$ cat src/rtl/multicycle_control_unit_if.sv
// Control bundle between the multi-cycle control FSM and its datapath: opcode/ready in, mux selects and strobes out.
// master = control unit, slave = datapath/memory side.
interface multicycle_control_unit_if;
    logic [5:0] opcode;
    logic       mem_ready;
    logic       pc_write;
    logic       pc_write_cond;
    logic [1:0] pc_src;
    logic       i_or_d;
    logic       mem_read;
    logic       mem_write;
    logic       ir_write;
    logic       mem_2_reg;
    logic       reg_dst;
    logic       reg_write;
    logic       alu_src_a;
    logic [1:0] alu_src_b;
    logic [1:0] alu_op;
    logic       illegal_op;
    logic       mem_err;
    logic       instr_done;
    logic [3:0] state;

    modport master (
        input  opcode, mem_ready,
        output pc_write, pc_write_cond, pc_src, i_or_d, mem_read, mem_write, ir_write,
               mem_2_reg, reg_dst, reg_write, alu_src_a, alu_src_b, alu_op,
               illegal_op, mem_err, instr_done, state
    );

    modport slave (
        output opcode, mem_ready,
        input  pc_write, pc_write_cond, pc_src, i_or_d, mem_read, mem_write, ir_write,
               mem_2_reg, reg_dst, reg_write, alu_src_a, alu_src_b, alu_op,
               illegal_op, mem_err, instr_done, state
    );
endinterface

$ cat src/rtl/multicycle_control_unit.sv
// Multi-cycle MIPS control FSM; outputs valid in the same cycle as the state (3-5 cycles per instruction at zero wait).
// Memory backpressure via mem_ready stalls FETCH/MEM_RD/MEM_WR; optional MEM_TIMEOUT aborts a stalled access back to FETCH.
module multicycle_control_unit #(
    parameter int ENABLE_ADDI = 1,
    parameter int ENABLE_JUMP = 1,
    parameter int MEM_TIMEOUT = 0
) (
    input  logic                        clk,
    input  logic                        rst,
    multicycle_control_unit_if.master   ctl
);

    typedef enum logic [3:0] {
        S_FETCH    = 4'd0,
        S_DECODE   = 4'd1,
        S_MEM_ADDR = 4'd2,
        S_MEM_RD   = 4'd3,
        S_MEM_WB   = 4'd4,
        S_MEM_WR   = 4'd5,
        S_EXEC     = 4'd6,
        S_R_WB     = 4'd7,
        S_BRANCH   = 4'd8,
        S_JUMP     = 4'd9,
        S_ADDI_EX  = 4'd10,
        S_ADDI_WB  = 4'd11
    } state_t;

    typedef struct packed {
        logic       pc_write;
        logic       pc_write_cond;
        logic [1:0] pc_src;
        logic       i_or_d;
        logic       mem_read;
        logic       mem_write;
        logic       ir_write;
        logic       mem_2_reg;
        logic       reg_dst;
        logic       reg_write;
        logic       alu_src_a;
        logic [1:0] alu_src_b;
        logic [1:0] alu_op;
        logic       illegal_op;
        logic       mem_err;
        logic       instr_done;
    } ctl_word_t;

    state_t    state_q;
    state_t    state_d;
    ctl_word_t cw;
    ctl_word_t cw_out;
    logic      timeout;

    always_ff @(posedge clk) begin
        if (rst) begin
            state_q <= S_FETCH;
        end else begin
            state_q <= state_d;
        end
    end

    generate
        if (MEM_TIMEOUT > 0) begin : g_tmo
            localparam int CW = $clog2(MEM_TIMEOUT + 1);
            localparam logic [CW-1:0] LIMIT = CW'(MEM_TIMEOUT);
            logic [CW-1:0] wait_cnt;
            logic          waiting;

            assign waiting = ((state_q == S_FETCH) || (state_q == S_MEM_RD) || (state_q == S_MEM_WR))
                             && !ctl.mem_ready;
            assign timeout = waiting && (wait_cnt == LIMIT);

            // A FETCH timeout stays in FETCH, so it must clear the count explicitly.
            always_ff @(posedge clk) begin
                if (rst) begin
                    wait_cnt <= '0;
                end else if ((state_d != state_q) || timeout) begin
                    wait_cnt <= '0;
                end else if (waiting) begin
                    wait_cnt <= wait_cnt + CW'(1);
                end
            end
        end else begin : g_no_tmo
            assign timeout = 1'b0;
        end
    endgenerate

    always_comb begin
        state_d = state_q;
        cw      = '0;
        case (state_q)
            S_FETCH: begin
                cw.mem_read  = 1'b1;
                cw.alu_src_b = 2'b01;
                cw.ir_write  = ctl.mem_ready;
                cw.pc_write  = ctl.mem_ready;
                if (ctl.mem_ready) begin
                    state_d = S_DECODE;
                end else if (timeout) begin
                    cw.mem_err = 1'b1;
                    state_d    = S_FETCH;
                end
            end
            S_DECODE: begin
                cw.alu_src_b = 2'b11;
                case (ctl.opcode)
                    6'h00:        state_d = S_EXEC;
                    6'h23, 6'h2B: state_d = S_MEM_ADDR;
                    6'h04:        state_d = S_BRANCH;
                    6'h02: begin
                        if (ENABLE_JUMP != 0) begin
                            state_d = S_JUMP;
                        end else begin
                            cw.illegal_op = 1'b1;
                            state_d       = S_FETCH;
                        end
                    end
                    6'h08: begin
                        if (ENABLE_ADDI != 0) begin
                            state_d = S_ADDI_EX;
                        end else begin
                            cw.illegal_op = 1'b1;
                            state_d       = S_FETCH;
                        end
                    end
                    default: begin
                        cw.illegal_op = 1'b1;
                        state_d       = S_FETCH;
                    end
                endcase
            end
            S_MEM_ADDR: begin
                cw.alu_src_a = 1'b1;
                cw.alu_src_b = 2'b10;
                state_d      = (ctl.opcode == 6'h23) ? S_MEM_RD : S_MEM_WR;
            end
            S_MEM_RD: begin
                cw.mem_read = 1'b1;
                cw.i_or_d   = 1'b1;
                if (ctl.mem_ready) begin
                    state_d = S_MEM_WB;
                end else if (timeout) begin
                    cw.mem_err = 1'b1;
                    state_d    = S_FETCH;
                end
            end
            S_MEM_WB: begin
                cw.mem_2_reg  = 1'b1;
                cw.reg_write  = 1'b1;
                cw.instr_done = 1'b1;
                state_d       = S_FETCH;
            end
            S_MEM_WR: begin
                cw.mem_write  = 1'b1;
                cw.i_or_d     = 1'b1;
                cw.instr_done = ctl.mem_ready;
                if (ctl.mem_ready) begin
                    state_d = S_FETCH;
                end else if (timeout) begin
                    cw.mem_err = 1'b1;
                    state_d    = S_FETCH;
                end
            end
            S_EXEC: begin
                cw.alu_src_a = 1'b1;
                cw.alu_op    = 2'b10;
                state_d      = S_R_WB;
            end
            S_R_WB: begin
                cw.reg_dst    = 1'b1;
                cw.reg_write  = 1'b1;
                cw.instr_done = 1'b1;
                state_d       = S_FETCH;
            end
            S_BRANCH: begin
                cw.alu_src_a     = 1'b1;
                cw.alu_op        = 2'b01;
                cw.pc_write_cond = 1'b1;
                cw.pc_src        = 2'b01;
                cw.instr_done    = 1'b1;
                state_d          = S_FETCH;
            end
            S_JUMP: begin
                cw.pc_write   = 1'b1;
                cw.pc_src     = 2'b10;
                cw.instr_done = 1'b1;
                state_d       = S_FETCH;
            end
            S_ADDI_EX: begin
                cw.alu_src_a = 1'b1;
                cw.alu_src_b = 2'b10;
                state_d      = S_ADDI_WB;
            end
            S_ADDI_WB: begin
                cw.reg_write  = 1'b1;
                cw.instr_done = 1'b1;
                state_d       = S_FETCH;
            end
            default: state_d = S_FETCH;
        endcase
    end

    // Reset masks everything combinationally so no strobe or pulse leaks in the reset cycle.
    assign cw_out = rst ? '0 : cw;

    assign ctl.pc_write      = cw_out.pc_write;
    assign ctl.pc_write_cond = cw_out.pc_write_cond;
    assign ctl.pc_src        = cw_out.pc_src;
    assign ctl.i_or_d        = cw_out.i_or_d;
    assign ctl.mem_read      = cw_out.mem_read;
    assign ctl.mem_write     = cw_out.mem_write;
    assign ctl.ir_write      = cw_out.ir_write;
    assign ctl.mem_2_reg     = cw_out.mem_2_reg;
    assign ctl.reg_dst       = cw_out.reg_dst;
    assign ctl.reg_write     = cw_out.reg_write;
    assign ctl.alu_src_a     = cw_out.alu_src_a;
    assign ctl.alu_src_b     = cw_out.alu_src_b;
    assign ctl.alu_op        = cw_out.alu_op;
    assign ctl.illegal_op    = cw_out.illegal_op;
    assign ctl.mem_err       = cw_out.mem_err;
    assign ctl.instr_done    = cw_out.instr_done;
    assign ctl.state         = rst ? 4'd0 : state_q;

endmodule
$ cat src/flat_wrapper.sv
// flat-port wrapper written by rule: the top's interface ports become plain ports
module multicycle_control_unit_flat 
#(
    parameter int ENABLE_ADDI = 1,
    parameter int ENABLE_JUMP = 1,
    parameter int MEM_TIMEOUT = 0
)
  (clk, rst, ctl_opcode, ctl_mem_ready, ctl_pc_write, ctl_pc_write_cond, ctl_pc_src, ctl_i_or_d, ctl_mem_read, ctl_mem_write, ctl_ir_write, ctl_mem_2_reg, ctl_reg_dst, ctl_reg_write, ctl_alu_src_a, ctl_alu_src_b, ctl_alu_op, ctl_illegal_op, ctl_mem_err, ctl_instr_done, ctl_state);
  multicycle_control_unit_if ctl_i ();
  input  logic clk;
  input  logic rst;
  input wire logic [$bits(ctl_i.opcode)-1:0] ctl_opcode;
  input wire logic [$bits(ctl_i.mem_ready)-1:0] ctl_mem_ready;
  output wire logic [$bits(ctl_i.pc_write)-1:0] ctl_pc_write;
  output wire logic [$bits(ctl_i.pc_write_cond)-1:0] ctl_pc_write_cond;
  output wire logic [$bits(ctl_i.pc_src)-1:0] ctl_pc_src;
  output wire logic [$bits(ctl_i.i_or_d)-1:0] ctl_i_or_d;
  output wire logic [$bits(ctl_i.mem_read)-1:0] ctl_mem_read;
  output wire logic [$bits(ctl_i.mem_write)-1:0] ctl_mem_write;
  output wire logic [$bits(ctl_i.ir_write)-1:0] ctl_ir_write;
  output wire logic [$bits(ctl_i.mem_2_reg)-1:0] ctl_mem_2_reg;
  output wire logic [$bits(ctl_i.reg_dst)-1:0] ctl_reg_dst;
  output wire logic [$bits(ctl_i.reg_write)-1:0] ctl_reg_write;
  output wire logic [$bits(ctl_i.alu_src_a)-1:0] ctl_alu_src_a;
  output wire logic [$bits(ctl_i.alu_src_b)-1:0] ctl_alu_src_b;
  output wire logic [$bits(ctl_i.alu_op)-1:0] ctl_alu_op;
  output wire logic [$bits(ctl_i.illegal_op)-1:0] ctl_illegal_op;
  output wire logic [$bits(ctl_i.mem_err)-1:0] ctl_mem_err;
  output wire logic [$bits(ctl_i.instr_done)-1:0] ctl_instr_done;
  output wire logic [$bits(ctl_i.state)-1:0] ctl_state;
  assign ctl_i.opcode = ctl_opcode;
  assign ctl_i.mem_ready = ctl_mem_ready;
  assign ctl_pc_write = ctl_i.pc_write;
  assign ctl_pc_write_cond = ctl_i.pc_write_cond;
  assign ctl_pc_src = ctl_i.pc_src;
  assign ctl_i_or_d = ctl_i.i_or_d;
  assign ctl_mem_read = ctl_i.mem_read;
  assign ctl_mem_write = ctl_i.mem_write;
  assign ctl_ir_write = ctl_i.ir_write;
  assign ctl_mem_2_reg = ctl_i.mem_2_reg;
  assign ctl_reg_dst = ctl_i.reg_dst;
  assign ctl_reg_write = ctl_i.reg_write;
  assign ctl_alu_src_a = ctl_i.alu_src_a;
  assign ctl_alu_src_b = ctl_i.alu_src_b;
  assign ctl_alu_op = ctl_i.alu_op;
  assign ctl_illegal_op = ctl_i.illegal_op;
  assign ctl_mem_err = ctl_i.mem_err;
  assign ctl_instr_done = ctl_i.instr_done;
  assign ctl_state = ctl_i.state;
  multicycle_control_unit #(.ENABLE_ADDI(ENABLE_ADDI), .ENABLE_JUMP(ENABLE_JUMP), .MEM_TIMEOUT(MEM_TIMEOUT)) u_core (.clk(clk), .rst(rst), .ctl(ctl_i));
endmodule
$ cat config.mk
export PLATFORM = sky130hd
export DESIGN_NAME = multicycle_control_unit_flat
export DESIGN_NICKNAME = d
export VERILOG_FILES = /design/src/rtl/multicycle_control_unit_if.sv /design/src/rtl/multicycle_control_unit.sv /design/src/flat_wrapper.sv
export SDC_FILE = /design/constraint.sdc
export NUM_CORES = 1
export LEC_CHECK = 0
export CELL_PAD_IN_SITES_DETAIL_PLACEMENT = 2
export CELL_PAD_IN_SITES_GLOBAL_PLACEMENT = 2
export CORE_MARGIN = 4
export CORE_UTILIZATION = 18
export CTS_BUF_LIST = sky130_fd_sc_hd__clkbuf_8
export CTS_CLUSTER_DIAMETER = 50
export DETAILED_ROUTE_END_ITERATION = 8
export PLACE_DENSITY = 0.8
export SYNTH_ARGS = -nofsm -noshare
export SYNTH_HDL_FRONTEND = slang
export SYNTH_SLANG_ARGS = --single-unit
$ cat constraint.sdc
create_clock -name clk -period 1.4 [get_ports clk]
set_clock_uncertainty 0.05 [all_clocks]
set_input_delay 0.28 -clock clk [delete_from_list [all_inputs] [get_ports clk]]
set_output_delay 0.28 -clock clk [all_outputs]
set_load 0.03 [all_outputs]
Yosys cells after proc, flatten, opt, wreduce, memory -nomap -nowiden --
Index checks and enable logic that the tools add are counted. Widths: inputs -> output; s select.
Cells by class: mux-type cells 24, reductions and logical operators 11, eq/ne operators 19
Operators by type and width (count):
- $pmux 4 s7 | 1
- $pmux 4 s5 | 1
- $mux 19 | 1
- $eq 4x3->1 const B | 4
- $eq 4x4->1 const B | 4
- $mux 4 | 4
- $eq 6x6->1 const B | 2
- $mux 1 | 11
- $eq 4x2->1 const B | 2
- $pmux 2 s2 | 2
- $reduce_or 2->1 | 4
- $eq 6x2->1 const B | 1
- $eq 6x3->1 const B | 1
- $eq 6x4->1 const B | 1
- $logic_not 6->1 | 1
- $ne 2x2->1 const B | 3
- $pmux 2 s3 | 1
- $reduce_or 6->1 | 1
- $reduce_or 5->1 | 1
- $eq 4x1->1 const B | 1
- $logic_not 4->1 | 1
- $pmux 1 s2 | 2
- $reduce_or 4->1 | 1
- $mux 3 | 1
- other kinds (2) | 2
Word-level totals: output and inout port bits 23, input bits 9, flip-flop bits (word level) 4, word-level logic and storage cells 55

Longest topological paths before layout --
Gate-level depths: netlist of the first run.
word-level depth 5, gate-level depth with buffers 6, mapped depth without buffers 4

Worst setup path after synthesis of the first run --
No wires, ideal clock.
path type reg-to-output, start register u_core.state_q[2], end output port ctl_pc_src[0], path buffers 3, arrival 1944 ps, required time 1070 ps, slack -874 ps, cell stages (with the launch flop) 6, path through dfxtp_1 clkbuf_1 or2_2 clkbuf_1 nor3_1 buf_4
On the way: longest elaborated chain between the ends 3, elaborated cells on any way between the ends 4, classes of those cells eq/ne: 2; mux: 2
RTL lines:
- start, declared | line multicycle_control_unit.sv:47 | state_t state_q;
- start signal, assigned | line multicycle_control_unit.sv:57 | state_q <= state_d;
- $eq 4x4->1 | line multicycle_control_unit.sv:90 | case (state_q)
- $pmux 2 s2 (*) | line multicycle_control_unit.sv:90
- $mux 19 (*) | line multicycle_control_unit.sv:203 | assign cw_out = rst ? '0 : cw;
- end, declared | line flat_wrapper.sv:16 | output wire logic [$bits(ctl_i.pc_src)-1:0] ctl_pc_src;
Every way passes the cells marked *; elsewhere a longest branch is shown, timed or not.

Worst setup path after layout of the first run --
start register u_core.state_q[3], end output port ctl_reg_write
On the way: longest elaborated chain between the ends 4, elaborated cells on any way between the ends 6, classes of those cells eq/ne: 3; mux: 2; reduce/logical: 1
RTL lines:
- $eq 4x3->1 or $eq 4x4->1 (tied branches) | line multicycle_control_unit.sv:90
- $reduce_or 3->1 (no source line) (*)
- $mux 1 (*) | line multicycle_control_unit.sv:90
- $mux 19 (*) | line multicycle_control_unit.sv:203
- end, declared | line flat_wrapper.sv:23 | output wire logic [$bits(ctl_i.reg_write)-1:0] ctl_reg_write;
Marked as above.

==> run metrics, run 1 <==
commonest cells after routing, fill and taps aside 36 x buf_4, 32 x buf_6, 6 x nor3_4, 6 x nor2_1; Site Rows 21; Main synth FF type dfxtp_1; final hold viol count 0; setup ws final -381 ps; Tightest Hold Check Type input port to flip-flop; max-slew violation count 0; insertion delay to the later sink of the worst-skew pair between 200 and 250 ps; Syn-to-layout area delta 195%; vias 1094; post-route DRC violation count 0; Power Density 501 mW/mm²; Largest register FFs 4; Hold Crit Depth 3; GPL Wtd Cong 0.753; CP max FO 5; Synth Instances 96; Routed WL per cell 25.9 µm; Synth Register Bits 4; Critical Setup Path Class flip-flop to output port; CP Data Arrival Time around 1500 ps; Static Leak 0.793 nW; htree depth 1; Total Power 0.000924 W; Max Cap Viol 0; ANT cells 0; HPWL Detailed about 3200 µm; # hold bufs at CTS 0; Clock transition at path regs 40 ps; final design utilization 0.553; Die ar. 0.00448 mm²; share of post-route cells with drive strength above 1 0.828; most common cell after layout, fill and taps aside buf_4; Max Freq ~560 MHz; final WL 5580 µm; sequential share of the synthesized area 0.128; top flop regs u_core.state_q x4; Hold Path Sink u_core.state_q[2]$_SDFFE_PP0P_; TritonRoute pass-1 iters 4; Post-synth ARST share 0; Die Span Y 67.0 µm; CTS Buf Count 3; Critical R2R Capture u_core.state_q[1]$_SDFFE_PP0P_; outcome finished, violations left; Startpoint Class flip-flop; IO Port Bufs 30; Largest Register u_core.state_q; vias in the first global route approximately 1200; Synth Area per Inst ~6.5 µm²; Mapped Nets 105; CP Capture Type output port; clock tree buffer depth 2; clk root buf clkbuf_8; Final nets 179; RSZ-0062 raised after global routing yes; Reg-to-Reg Start u_core.state_q[2]$_SDFFE_PP0P_; CTS tree yes; initial drt markers 25; Worst Hold Launch rst; Die X-Extent 67.0 µm; Starting Density 0.187; Tcrit/Tclk final 1.27; Post-synth EDFFs 0; failing checks negative setup slack; CTS sink count 4; IO Pins 32; total gr overflow 0; Final setup viols 25; VDD IR max 0.351 mV; Synth warnings 0; Mapped Area 626 µm²; R2R depth 6; core region area 0.00334 mm²; FF-to-FF setup slack -300 ps; gr usage total 0.236; critical path required time approximately 1100 ps; first-pass GRT wire length about 7500 µm; Vias/cell 5.09; Antenna Nets Post-Route 0; minimum clock period 1780 ps; final hold slack between 500 and 600 ps; pin count of the biggest net entering global routing 12; initial antenna violation count 0; Cell variety after synth 35
[layout make-up]
cell class                 count  area (µm²)
tap                           46        57.6
clock buffer                   3        41.3
fill                         344        1490
inverter                       3        21.3
sequential                     4        95.1
clock inverter                 1        3.75
multi-input combinational     77         843
timing repair buffer          81         783
[logic make-up after synthesis]
kind of cell    count (synthesis)  synth area share
simple gates                   52             0.466
compound gates                 19             0.218
buf+inv                        15             0.112
xor+xnor                        5            0.0700
flops                           4             0.128
other cells                     1           0.00599
[worst max-delay path, cell delays in order (launching register included)]
cell	delay [ps]
dfxtp_4	350
buf_6	130
buf_12	130
xor2_1	140
a32oi_1	270
nor2_2	70
buf_6	140
[power breakdown]
group,switching (W),internal (W),total (W)
registers,0.00000936,0.000116,0.000125
logic,0.000282,0.000254,0.000536
clock network,0.0000749,0.000188,0.000263
[worst max-delay path by stage]
stage	start	to	slack [ps]	cells past startpoint
detailed placement	ctl_opcode[0]	u_core.state_q[2]$_SDFFE_PP0P_	-710	6
floorplan	u_core.state_q[2]$_SDFFE_PP0P_	ctl_pc_src[0]	-260	5
global placement	ctl_opcode[1]	ctl_illegal_op	-600	6
global route	u_core.state_q[0]$_SDFFE_PP0P_	ctl_mem_read	-420	5
finish	u_core.state_q[3]$_SDFFE_PP0P_	ctl_reg_write	-380	6
CTS	u_core.state_q[1]$_SDFFE_PP0P_	ctl_pc_write	-330	5
[metal layers]
metal	track usage	routed length, µm
met2	0.436	2940
met3	0.0202	146
met4	0.111	187
met5	0	0
met1	0.270	2310
[Yosys cell counts (2+ instances only)]
cell type / n / area share
a211oi_1: 4 / 0.048
buf_2: 5 / 0.040
o32ai_1: 2 / 0.028
nor2_1: 10 / 0.060
xnor2_1: 2 / 0.028
a21oi_1: 4 / 0.032
inv_1: 3 / 0.018
nor4_1: 4 / 0.040
nor4b_1: 2 / 0.028
nand2b_1: 4 / 0.040
nand3b_1: 2 / 0.024
nor2b_1: 3 / 0.030
or3_1: 4 / 0.040
nand2_1: 4 / 0.024
buf_4: 2 / 0.024
or2_2: 3 / 0.030
o21ai_0: 2 / 0.016
nor3_1: 9 / 0.072
and3_1: 2 / 0.020
xor2_1: 3 / 0.042
clkbuf_1: 5 / 0.030
dfxtp_1: 4 / 0.13
[stage by stage]
stage,worst slack [ps],cell area (µm²),std cells,TNS (ps)
CTS,-334,1680,208,-5520
global route,-423,1850,215,-7570
detailed placement,-712,1360,196,-11360
floorplan,-264,893,96,-1870
global placement,-601,1360,196,-9970
finish,-381,1850,215,-6640
[timing repair]
action | CTS | global route
buffers inserted | 8 | 6
endpoints found under the setup margin | 26 | 26
pin swaps | 18 | 9
gates cloned | 0 | 1
gates resized for setup | 72 | 32
hold endpoints to repair | 0 | 0
(Power assumes the default switching activity.)
==> run 2, diff against run 1 <==
CORE_UTILIZATION = 20   (was 18)
PLACE_DENSITY = 0.84   (was 0.8)
clock period = 1.7 ns   (was 1.4 ns; I/O delays follow)
==> run 2 against run 1 <==
- area after synthesis stayed put
- synthesized cell count did not move
- the run now fails in global routing
==> run metrics, run 2 <==
Synth Register Bits 4 (unchanged); IO Pins 32 (unchanged); Halt Stage global routing; IO Port Bufs 30 (unchanged); Main synth FF type dfxtp_1; clock tree buffer depth 2 (unchanged); WEP type output port; Cell variety after synth 35 (unchanged); CTS sink count 4 (unchanged); largest area contributor in the synthesized netlist dfxtp_1; Die Span Y 63.9 µm (-4.5%); clk root buf clkbuf_8; Starting Density 0.207 (+0.0191); Synth Instances 96 (unchanged); most common cell in the netlist nor2_1; Yosys top cell area share 0.128 (unchanged); Synth top cells by count 10 x nor2_1, 9 x nor3_1, 5 x buf_2, 5 x clkbuf_1; Mapped Nets 105 (unchanged); initial antenna violation count 1; Die X-Extent 63.9 µm (-4.5%); Site Rows 20 (-4.8%); GR repair worst EP ctl_reg_write; Area contributors post-synth dfxtp_1 13%, nor3_1 7.2%, nor2_1 6.0%, a211oi_1 4.8%, xor2_1 4.2%; HPWL Detailed 2800 µm (-12%); CTS Buf Count 3 (unchanged); Post-synth ARST share 0 (unchanged); Err [ERROR DPL-0033] detailed placement checks failed during check placement.; Post-synth EDFFs 0 (unchanged); Synth warnings 0 (unchanged); pre-CTS WS -547 ps (+165 ps); GPL Wtd Cong 0.811 (+7.7%); Mapped Area 626 µm² (unchanged); pin count of the biggest net entering global routing 10; Synth Area per Inst 6.52 µm² (unchanged); sequential share of the synthesized area 0.128 (unchanged); htree depth 1 (unchanged); outcome did not finish
==> run 2: cell counts after synthesis <==
Identical to the previous run, type by type.
==> run 2: kinds of logic after synthesis <==
kind of cell              Yosys count  synth area share
AOI/OAI and AO/OA                  19             0.218
DFF                                 4             0.128
other                               1           0.00599
and+or+nand+nor                    52             0.466
xor gates and xnor gates            5            0.0700
buffers and inverters              15             0.112
==> run 2: repair_timing <==
| item | CTS |
|---|---|
| hold buffers | 0 |
| setup buffers | 14 |
| resized for setup | 72 |
| setup endpoints to repair | 26 |
| pin swaps | 16 |
==> run 2: per-stage QoR <==
stage | instance area (µm²) | cells
global placement | 1310 | 196
CTS | 1620 | 210
floorplan | 791 | 96
detailed placement | 1310 | 196
==> run 3, diff against run 2 <==
CELL_PAD_IN_SITES_DETAIL_PLACEMENT = not set   (was 2)
CELL_PAD_IN_SITES_GLOBAL_PLACEMENT = not set   (was 2)
CORE_AREA = 4 4 65 67   (was not set)
CORE_MARGIN = not set   (was 4)
CORE_UTILIZATION = not set   (was 20)
CTS_BUF_LIST = not set   (was sky130_fd_sc_hd__clkbuf_8)
CTS_CLUSTER_DIAMETER = not set   (was 50)
DIE_AREA = 0 0 69 71   (was not set)
PLACE_DENSITY = not set   (was 0.84)
PLACE_DENSITY_LB_ADDON = 0.15   (was not set)
==> run 3 against run 2 <==
- the flow now finishes, with violations (negative setup slack)
==> run metrics, run 3 (synthesized netlist as in run 1, its figures left out) <==
final hold viol count 0; first-pass GRT wire length around 4400 µm; TritonRoute pass-1 iters 4; Max Cap Viol 0; most common cell after layout, fill and taps aside buf_4; Worst path most repeated cell buf_6; Startpoint Class flip-flop; sw frac 0.343; internal power 0.000424 W; core region area 0.00363 mm²; vias in the first global route 958; final hold slack about 530 ps; final design utilization 0.443; GR peak layer met2; clk root buf clkbuf_8; IO Port Bufs 30 (unchanged); pin count of the biggest net entering global routing 11; commonest cells after routing, fill and taps aside 42 x buf_4, 24 x buf_6, 8 x nor2_1; gr usage total 0.105; IO Pins 32 (unchanged); ANT cells 0; CTS Buf Count 3 (unchanged); Routed WL per cell 12.4 µm; clock tree buffer depth 2 (unchanged); GPL Wtd Cong 0.830 (+2.3%); initial antenna violation count 0; post-route DRC violation count 0; Slowest-stage cell, CP or3b_4; Total Power 0.000645 W; pre-CTS WS -489 ps (+58.4 ps); Tightest Hold Check Type flip-flop to flip-flop; max-slew violation count 0; VDD IR max 0.346 mV; Reg power frac 0.155; critical path startpoint u_core.state_q[3]$_SDFFE_PP0P_; Logic pwr share 0.535; clock share of power 0.311; Starting Density 0.172 (-0.0344); minimum clock period 1790 ps; Layout Cells excl Fill 209; met3 Track Usage GR 0.0284; Inst Count DP 196 (unchanged); Final nets ~170; Die ar. 0.00490 mm²; Tcrit/Tclk final 1.05; Reg-to-Reg Start u_core.state_q[0]$_SDFFE_PP0P_; CTS tree yes; Worst Hold Launch u_core.state_q[1]$_SDFFE_PP0P_; Die Span Y 71 µm (+11%); vias between 900 and 1000; CTS sink count 4 (unchanged); critical path required time ~1300 ps; initial drt markers 58; grt met1 use 0.127; Vias/cell roughly 4.6; Antenna Nets Post-Route 0; Critical Setup Path Class flip-flop to output port; final WL 2590 µm; crit-path max cell delay 430 ps; Clock transition at path regs ~30 ps; GR Util met2 0.185; Static Leak 0.704 nW; CP max FO 4; outcome finished, violations left; Final setup viols 10; Critical Path, Cell by Cell or3b_4 -> buf_6 -> a21oi_2 -> buf_6; RSZ-0062 raised after global routing yes; htree depth 1 (unchanged); Site Rows 22 (+10%); share of post-route cells with drive strength above 1 0.733; Largest Register u_core.state_q; Die X-Extent 69 µm (+7.9%); setup ws final -93.1 ps; HPWL Detailed 1990 µm (-29%); Power Density approximately 400 mW/mm²; Sw Pwr 0.000221 W; # hold bufs at CTS 0 (unchanged); Syn-to-layout area delta 157%; total gr overflow 0; CP Capture Type output port; top flop regs u_core.state_q x4; Max Freq ~560 MHz; failing checks negative setup slack; CP Data Arrival Time about 1400 ps; Largest register FFs 4; insertion delay to the later sink of the worst-skew pair 220 ps
[run 3: power groups by stage]
stage	Combinational (W)	Clock, W	Sequential [W]
after CTS	0.000310	0.000204	0.0000990
after detailed placement	0.000278	0	0.000102
after global placement	0.000279	0	0.000102
after global routing	0.000368	0.000217	0.000100
after floorplan	0.000157	0	0.000104
final	0.000345	0.000200	0.0000999
[run 3: critical path, delay by kind of cell, from the launching register on]
| kind | cells | cell delay [ps] |
|---|---|---|
| buffers and inverters | 2 | 270 |
| DFF | 1 | 340 |
| AOI/OAI and AO/OA | 1 | 130 |
| and+or+nand+nor | 1 | 430 |
[run 3: area by class of cell]
cell class                      count  area (µm²)
Clock buffer                        3        41.3
Fill cell                         367        2020
Inverter                            3        18.8
Multi-Input combinational cell     77         742
Sequential cell                     4        90.1
Tap cell                           48        60.1
Timing Repair Buffer               74         658
[run 3: worst paths after layout]
path / endpoint / slack, ps / depth (start not counted)
worst min register to register: u_core.state_q[3]$_SDFFE_PP0P_ / 530 / 2
worst max-delay path: ctl_alu_src_b[1] / -90 / 4
worst min-delay path: u_core.state_q[3]$_SDFFE_PP0P_ / 530 / 2
worst max register to register: u_core.state_q[2]$_SDFFE_PP0P_ / 70 / 6
[run 3: metal layers]
metal / vias to the layer above / routed length, µm
met2: 21 / 1300
met1: 462 / 1170
met5: - / 0
li1: 478 / -
met4: 0 / 7
met3: 2 / 121
[run 3: what timing repair did]
| item | CTS | global route |
|---|---|---|
| endpoints found under the setup margin | 26 | 18 |
| pin swaps | 12 | 4 |
| setup buffers | 7 | 4 |
| resized for setup | 61 | 28 |
| hold endpoints to repair | 0 | 0 |
[run 3: per-stage QoR]
step / area [µm²] / TNS [ps]
finish: 1610 / -338
global route: 1610 / -1120
CTS: 1480 / -586
detailed placement: 1270 / -5380
global placement: 1270 / -5680
floorplan: 791 / -130
